`src/rtl/hazard_scoreboard_pkg.sv`:
```
// Shared constants for the hazard scoreboard: forward-mux encodings, producer
// result distances and default mult/div latencies.
package hazard_scoreboard_pkg;

  localparam logic [1:0] FWD_RF = 2'd0;
  localparam logic [1:0] FWD_E  = 2'd1;
  localparam logic [1:0] FWD_M  = 2'd2;
  localparam logic [1:0] FWD_W  = 2'd3;

  // Cycles from E entry until the producer's result can be forwarded
  localparam int TNEW_ALU  = 1;
  localparam int TNEW_LD   = 2;
  localparam int TNEW_LINK = 0;

  localparam int DEF_MULT_LAT = 5;
  localparam int DEF_DIV_LAT  = 10;

  function automatic int max_lat(input int a, input int b);
    return (a > b) ? a : b;
  endfunction

endpackage

```
`src/rtl/hazard_md_counter.sv`:
```
// Mult/div occupancy counter: loads the unit latency on an accepted start and
// counts down to idle; busy while nonzero.
module hazard_md_counter
  import hazard_scoreboard_pkg::*;
#(
  parameter int MULT_LAT = DEF_MULT_LAT,
  parameter int DIV_LAT  = DEF_DIV_LAT
) (
  input  logic clk,
  input  logic reset_n,
  input  logic start_i,
  input  logic div_i,
  input  logic stall_i,
  output logic busy_o
);

  localparam int MAX_LAT = max_lat(MULT_LAT, DIV_LAT);
  localparam int CW      = (MAX_LAT < 1) ? 1 : $clog2(MAX_LAT + 1);

  logic [CW-1:0] cnt_q;
  logic [CW-1:0] cnt_d;

  // A stalled start is not accepted; it is re-presented once D advances
  always_comb begin
    cnt_d = cnt_q;
    if (start_i && !stall_i) begin
      cnt_d = div_i ? CW'(DIV_LAT) : CW'(MULT_LAT);
    end else if (cnt_q != '0) begin
      cnt_d = cnt_q - CW'(1);
    end
  end

  always_ff @(posedge clk or negedge reset_n) begin
    if (!reset_n) begin
      cnt_q <= '0;
    end else begin
      cnt_q <= cnt_d;
    end
  end

  assign busy_o = (cnt_q != '0);

endmodule

```
`src/rtl/hazard_scoreboard.sv`:
```
// Pipeline hazard scoreboard: tracks E/M/W producers, raises stall for data
// and mult/div hazards and picks the forwarding source per D-stage operand.
module hazard_scoreboard
  import hazard_scoreboard_pkg::*;
#(
  parameter int NUM_SRC  = 2,
  parameter int REG_AW   = 5,
  parameter int TW       = 2,
  parameter int MULT_LAT = DEF_MULT_LAT,
  parameter int DIV_LAT  = DEF_DIV_LAT
) (
  input  logic                      clk,
  input  logic                      reset_n,
  input  logic [NUM_SRC*REG_AW-1:0] src_addr_d,
  input  logic [NUM_SRC*TW-1:0]     src_tuse_d,
  input  logic [NUM_SRC-1:0]        src_vld_d,
  input  logic [REG_AW-1:0]         dst_addr_d,
  input  logic                      dst_we_d,
  input  logic [TW-1:0]             tnew_d,
  input  logic                      md_start_d,
  input  logic                      md_div_d,
  input  logic                      md_use_d,
  input  logic                      flush_e,
  output logic                      stall,
  output logic                      bubble_e,
  output logic [NUM_SRC*2-1:0]      fwd_sel,
  output logic                      md_busy
);

  typedef struct packed {
    logic              we;
    logic [REG_AW-1:0] addr;
    logic [TW-1:0]     tnew;
  } entry_t;

  entry_t e_q, m_q, w_q;
  entry_t e_d, m_d, w_d;

  logic               live_e, live_m, live_w;
  logic [NUM_SRC-1:0] src_haz;
  logic               md_haz;

  function automatic entry_t aged(input entry_t x);
    entry_t r;
    r = x;
    if (x.tnew != '0) begin
      r.tnew = x.tnew - TW'(1);
    end
    return r;
  endfunction

  // Register 0 is hardwired, so a write to it never produces a hazard
  assign live_e = e_q.we && (e_q.addr != '0);
  assign live_m = m_q.we && (m_q.addr != '0);
  assign live_w = w_q.we && (w_q.addr != '0);

  for (genvar gi = 0; gi < NUM_SRC; gi++) begin : g_src
    logic [REG_AW-1:0] addr;
    logic [TW-1:0]     tuse;
    logic              hit_e, hit_m, hit_w;
    logic [1:0]        sel;

    assign addr  = src_addr_d[gi*REG_AW +: REG_AW];
    assign tuse  = src_tuse_d[gi*TW +: TW];
    assign hit_e = live_e && (e_q.addr == addr);
    assign hit_m = live_m && (m_q.addr == addr);
    assign hit_w = live_w && (w_q.addr == addr);

    // W is never a stall source: by then every producer has tnew 0 or is
    // already covered by the stall raised while it sat in E or M
    assign src_haz[gi] = src_vld_d[gi] &&
                         ((hit_e && (e_q.tnew > tuse)) ||
                          (hit_m && (m_q.tnew > tuse)));

    // The youngest match shadows older ones even when it is not ready yet
    always_comb begin
      sel = FWD_RF;
      if (hit_e) begin
        sel = (e_q.tnew == '0) ? FWD_E : FWD_RF;
      end else if (hit_m) begin
        sel = (m_q.tnew == '0) ? FWD_M : FWD_RF;
      end else if (hit_w) begin
        sel = (w_q.tnew == '0) ? FWD_W : FWD_RF;
      end
    end

    assign fwd_sel[gi*2 +: 2] = sel;
  end

  assign md_haz   = md_use_d && md_busy;
  assign stall    = (|src_haz) || md_haz;
  assign bubble_e = stall || flush_e;

  always_comb begin
    e_d = '0;
    if (!bubble_e) begin
      e_d.we   = dst_we_d;
      e_d.addr = dst_addr_d;
      e_d.tnew = tnew_d;
    end
    m_d = aged(e_q);
    w_d = aged(m_q);
  end

  always_ff @(posedge clk or negedge reset_n) begin
    if (!reset_n) begin
      e_q <= '0;
      m_q <= '0;
      w_q <= '0;
    end else begin
      e_q <= e_d;
      m_q <= m_d;
      w_q <= w_d;
    end
  end

  hazard_md_counter #(
    .MULT_LAT (MULT_LAT),
    .DIV_LAT  (DIV_LAT)
  ) u_md_counter (
    .clk     (clk),
    .reset_n (reset_n),
    .start_i (md_start_d),
    .div_i   (md_div_d),
    .stall_i (stall),
    .busy_o  (md_busy)
  );

endmodule
```
`config.mk`:
```
export PLATFORM = sky130hd
export DESIGN_NAME = hazard_scoreboard
export DESIGN_NICKNAME = d
export VERILOG_FILES = /design/src/rtl/hazard_scoreboard_pkg.sv /design/src/rtl/hazard_md_counter.sv /design/src/rtl/hazard_scoreboard.sv
export SDC_FILE = /design/constraint.sdc
export NUM_CORES = 1
export LEC_CHECK = 0
export CORE_MARGIN = 3
export CORE_UTILIZATION = 45
export DETAILED_ROUTE_END_ITERATION = 10
export PLACE_DENSITY = 0.84
export SLEW_MARGIN = 20
export SYNTH_ARGS = -nofsm -noshare
export SYNTH_HDL_FRONTEND = slang
export SYNTH_SLANG_ARGS = --single-unit
```
`constraint.sdc`:
```
create_clock -name clk -period 2.15 [get_ports clk]
set_input_delay 0.5375 -clock clk [delete_from_list [all_inputs] [get_ports clk]]
set_output_delay 0.5375 -clock clk [all_outputs]
set_load 0.02 [all_outputs]
```
Yosys cells after proc, flatten, opt, wreduce, memory -nomap -nowiden. Cells that the tools add are included.

Register bits after elaboration: 28. Bits of input ports: 30. Output and inout bits: 7. Word-level logic and storage cells: 71.

Add/subtract/negate cells: 3. Order comparisons: 4. Eq/ne operators: 6. Multiplexer cells: 15. Reductions and logical operators: 33.

Operator list (number): == test 5 bit (6); 2-to-1 mux 2 bit (10); logical AND 1 bit (17); nonzero test 5 bit (3); 2-to-1 mux 4 bit (3); > comparator 2 bit (4); 2-to-1 mux 8 bit (1); zero test 2 bit (3); nonzero test 2 bit (3); logical OR 1 bit (4); nonzero test 4 bit (1); subtractor 2 x 1 -> 2 bit, second input constant (2); subtractor 4 x 1 -> 4 bit, second input constant (1); OR reduction 2 bit (1); zero test 1 bit (1); 2-to-1 mux 1 bit (1).

Logic depth before layout (Yosys ltp).
Depth in word-level cells: 11. Gate-level depth with buffers: 8. Depth with buffers taken out: 8.

Modules after synthesis. From an unflattened synthesis, not the netlist that was laid out.

Cell total of the unflattened synthesis: 165. Area, all modules: 1647.8 sq um.

Modules (own cells, without submodules): hazard_scoreboard (instances 1, cells an instance 143, area an instance 1402.6 sq um, seq. area each 600.6 sq um); hazard_md_counter (instances 1, cells an instance 22, area an instance 245.2 sq um, seq. area each 100.1 sq um).

Worst setup path after synthesis. Ideal clock, no wire load.

Kind: register to output. From: reg m_q[3] (netlist bit). To: out fwd_sel[1]. Arrival: 1.852 ns. Data required time: 1.612 ns. Slack: -0.240 ns. Stages on the path, launching flop included: 7. Path buffers: 0. Cell sequence: dfrtp_1 -> or4_1 -> o21ai_2 -> nor3_1 -> nor4_1 -> a21oi_1 -> nor2_1.

Word-level cells in the longest chain between the ends: 5. Elaborated cells on any way between the ends: 6. Classes of those cells: 1 x eq/ne; 2 x mux; 3 x reduce/logical.

Ends and longest elaborated chain: start: declaration (RTL line hazard_scoreboard.sv:36) `entry_t e_q, m_q, w_q;`; start signal: assignment (RTL line hazard_scoreboard.sv:112) `m_q <= m_d;`; nonzero test 5 bit (RTL line hazard_scoreboard.sv:54) `assign live_m = m_q.we && (m_q.addr != '0);`; logical AND 1 bit (RTL line hazard_scoreboard.sv:54); logical AND 1 bit (*) (RTL line hazard_scoreboard.sv:66) `assign hit_m = live_m && (m_q.addr == addr);`; 2-to-1 mux 2 bit (*) (RTL line hazard_scoreboard.sv:80) `end else if (hit_m) begin`; 2-to-1 mux 2 bit (*) (RTL line hazard_scoreboard.sv:78) `if (hit_e) begin`; end: declaration (RTL line hazard_scoreboard.sv:26) `output logic [NUM_SRC*2-1:0] fwd_sel,`.

Every way passes the cells marked *; elsewhere a longest branch is shown, timed or not.

Final worst setup path.
From: in src_addr_d[1]. To: out fwd_sel[0].

Word-level cells in the longest chain between the ends: 5. Elaborated cells on any way between the ends: 9. Classes of those cells: 3 x eq/ne; 3 x mux; 3 x reduce/logical.

Ends and longest elaborated chain: start: declaration (RTL line hazard_scoreboard.sv:14) `input logic [NUM_SRC*REG_AW-1:0] src_addr_d,`; == test 5 bit (RTL line hazard_scoreboard.sv:67) `assign hit_w = live_w && (w_q.addr == addr);`; logical AND 1 bit (RTL line hazard_scoreboard.sv:67); 2-to-1 mux 2 bit (RTL line hazard_scoreboard.sv:82) `end else if (hit_w) begin`; 2-to-1 mux 2 bit (RTL line hazard_scoreboard.sv:80); 2-to-1 mux 2 bit (*) (RTL line hazard_scoreboard.sv:78).

Marked as above.

==> flow_summary.yaml <==
worst_setup_path:
  crit_family: "buffers and inverters"
  crit_chain: "clkdlybuf4s50_1 > buf_4 > xnor2_2 > nand3_2 > nor3_2 > buf_4 > nor4_4 > mux2_4 > buf_6"
  crit_path_end_kind: "output port"
  crit_top_cell: "buf_4"
  critPathBufInv: 4
  path_class: "primary input to output port"
  required_ns: 1.61
  crit_path_top_delay_cell: "clkdlybuf4s50_1"
  cp-start-kind: "primary input"
  cp.arrival_ns: 2.34
  critPathMaxFanout: 2
  cpPeakStageDelay_ns: 0.45
clocking:
  clk_pin_slew_worst_paths_ns: 0.15
  clockRootBuffer: "clkbuf_4"
  clk_latency_ns: 0.35
  numCtsBuffers: 3
  holdBufCountCts: 0
  ctsLongestPathBuffers: 2
  cts.htree.levels: 1
  clock_sinks: 28
  cts_tree: "done"
logic_synthesis:
  syn_nets: 203
  ys_seq_elements: 28
  syn_inst: 163
  yosysWarnings: 0
  syn_avg_cell_area_sq_um: 9.89
  synth_area_sq_mm: 0.00161
  ys_seq_area_frac: 0.434
  synth.distinct_cells: 26
route:
  wl_met2_um: 2540
  wl_per_cell_um: 16.8
  drtIter0Drc: 106
  viasPerCell: 5.10
  firstDrtPassIters: 5
  post-route-drc-count: 0
  ant_nets: 0
  wl_met3_um: 215
  top_layer: "met4"
  vias: 1526
  routed_wl_um: 5030
  wl_met1_um: 2090
timing:
  grt_setup_unrepaired: "true"
  hold_viol_final: 0
  worstMarginPinSlew_ns: 0.389
  relSlewSlack: 0.739
  holdWs_ns: 0.459
  fin_crit_ns: 2.88
  setup_tns_ns: -4.42
  finalWorstSetupSlack_ns: -0.731
  setup_viol: 10
  finClkSkew_ns: 0.00292
  period_share: 1.34
  max_freq_mhz: 347
  slew_viol_final: 0
grt:
  grt_pass1_wl_um: 7380
  track_usage: 0.231
  grt_antenna_before_repair: 0
  grt.overflow.total: 0
  grt_pass1_vias: 1580
  grt_max_degree: 29
finish:
  final_cell_mix: "47 x buf_4, 28 x dfrtp_1, 20 x clkdlybuf4s50_1, 18 x xnor2_1"
  drive_above_1_share: 0.383
  nFillCells: 191
  syn_to_final_growth_pct: 65.7
  register_area_sq_um: 701
  finalNetCount: 294
  layout_commonest_cell: "buf_4"
  n_antenna_cell: 0
  multi_input_area_sq_mm: 0.00107
worst_hold_path:
  hold_path.class: "flop to flop"
status:
  outcome: "finished with violations"
  violations: "setup timing"
place:
  gp_congestion: 0.775
  port_buffers: 36
  dp_hpwl_um: 3060
floorplan:
  num_rows: 21
  die_w_um: 65.9
  die_h_um: 65.9
  core_area_sq_mm: 0.00339
  fp.dieArea_sq_mm: 0.00434
  start_util: 0.476
  io-pin-count: 37
pwr:
  p_leak_nw: 1.31
  vdd_ir_drop_max_mv: 0.421
  power.density_mw_per_mm2: 619
  power_w: 0.00165
job:
  maxCapViolCount: 0
area by class of cell:
cell class,instances,area share
clock buffer,4,0.0136
inverter,16,0.0225
tap,46,0.0215
multi-input combinational,119,0.399
sequential,28,0.262
timing repair buffer,86,0.281
synth_stat cells:
cell | n | area [sq um]
xor2_1 | 11 | 96.3
o21ai_1 | 1 | 5.00
o211ai_1 | 2 | 15.0
mux2_1 | 2 | 22.5
nand3_2 | 1 | 10.0
or4_1 | 4 | 30.0
a211oi_2 | 1 | 12.5
nor3_1 | 6 | 30.0
a21o_1 | 1 | 7.51
ha_1 | 10 | 125
nand2_1 | 10 | 37.5
nand3b_1 | 1 | 7.51
or3_1 | 1 | 6.26
a21oi_1 | 4 | 20.0
nand3_1 | 5 | 25.0
nor2_1 | 16 | 60.1
mux2_2 | 2 | 22.5
xnor2_1 | 21 | 184
o21ai_0 | 2 | 10.0
nor4_1 | 5 | 31.3
nor2b_1 | 5 | 31.3
inv_1 | 16 | 60.1
dfrtp_1 | 28 | 701
and2_1 | 4 | 25.0
o21ai_2 | 2 | 17.5
mux2i_1 | 2 | 20.0
power by group:
part / internal (W) / switching (W) / leakage (nW)
Sequential: 0.000597 / 0.0000507 / 0.371
Clock: 0.000104 / 0.000165 / 0.0210
Combinational: 0.000408 / 0.000329 / 0.914
Total: 0.00111 / 0.000544 / 1.31
state kept, by name, summed over array words and instances, names as in the netlist:
register and flops:
e_q 8, m_q 8, u_md_counter.cnt_q 4, w_q 8
cell families after synthesis:
family	after synthesis	synth area share
AND/OR/NAND/NOR	58	0.182
XOR/XNOR	32	0.174
flip-flops	28	0.434
buffers and inverters	16	0.0372
AO/OA/AOI/OAI	13	0.0543
adder cells (fa/ha/maj)	10	0.0776
multiplexers	6	0.0403
what timing repair did:
| action | in CTS | in global routing |
|---|---|---|
| pin swaps | 20 | 5 |
| setup buffers | 8 | 2 |
| endpoints found under the hold margin | 0 | 0 |
| setup endpoints to repair | 11 | 19 |
| resized for setup | 65 | 20 |
final timing paths:
| kind | startpoint | end | slack (ns) | depth (start not counted) |
|---|---|---|---|---|
| worst min register to register | e_q[7] | m_q[7] | 0.46 | 0 |
| worst max-delay path | src_addr_d[1] | fwd_sel[0] | -0.73 | 9 |
| min in group asynchronous | reset_n | e_q[5] | 0.54 | 2 |
| worst max register to register | m_q[6] | u_md_counter.cnt_q[3] | -0.10 | 8 |
| worst min-delay path | e_q[7] | m_q[7] | 0.46 | 0 |
| max in group asynchronous | reset_n | w_q[3] | 1.36 | 2 |
per-stage QoR:
stage / std cells / utilization / worst slack, ns / instance area (sq um)
after floorplan: 163 / - / -0.200 / 1630
after CTS: 300 / 0.769 / -0.662 / 2610
after detailed placement: 289 / 0.703 / -1.23 / 2380
after global routing: 299 / 0.788 / -0.787 / 2670
after global placement: 289 / 0.703 / -1.18 / 2380
final: 299 / 0.788 / -0.731 / 2670
routing by layer:
metal,up-vias,track usage
met5,-,0
met4,0,0.0984
met3,16,0.0425
met2,61,0.402
met1,727,0.276
li1,722,-
Note: power is estimated with default switching activity, not from simulation.
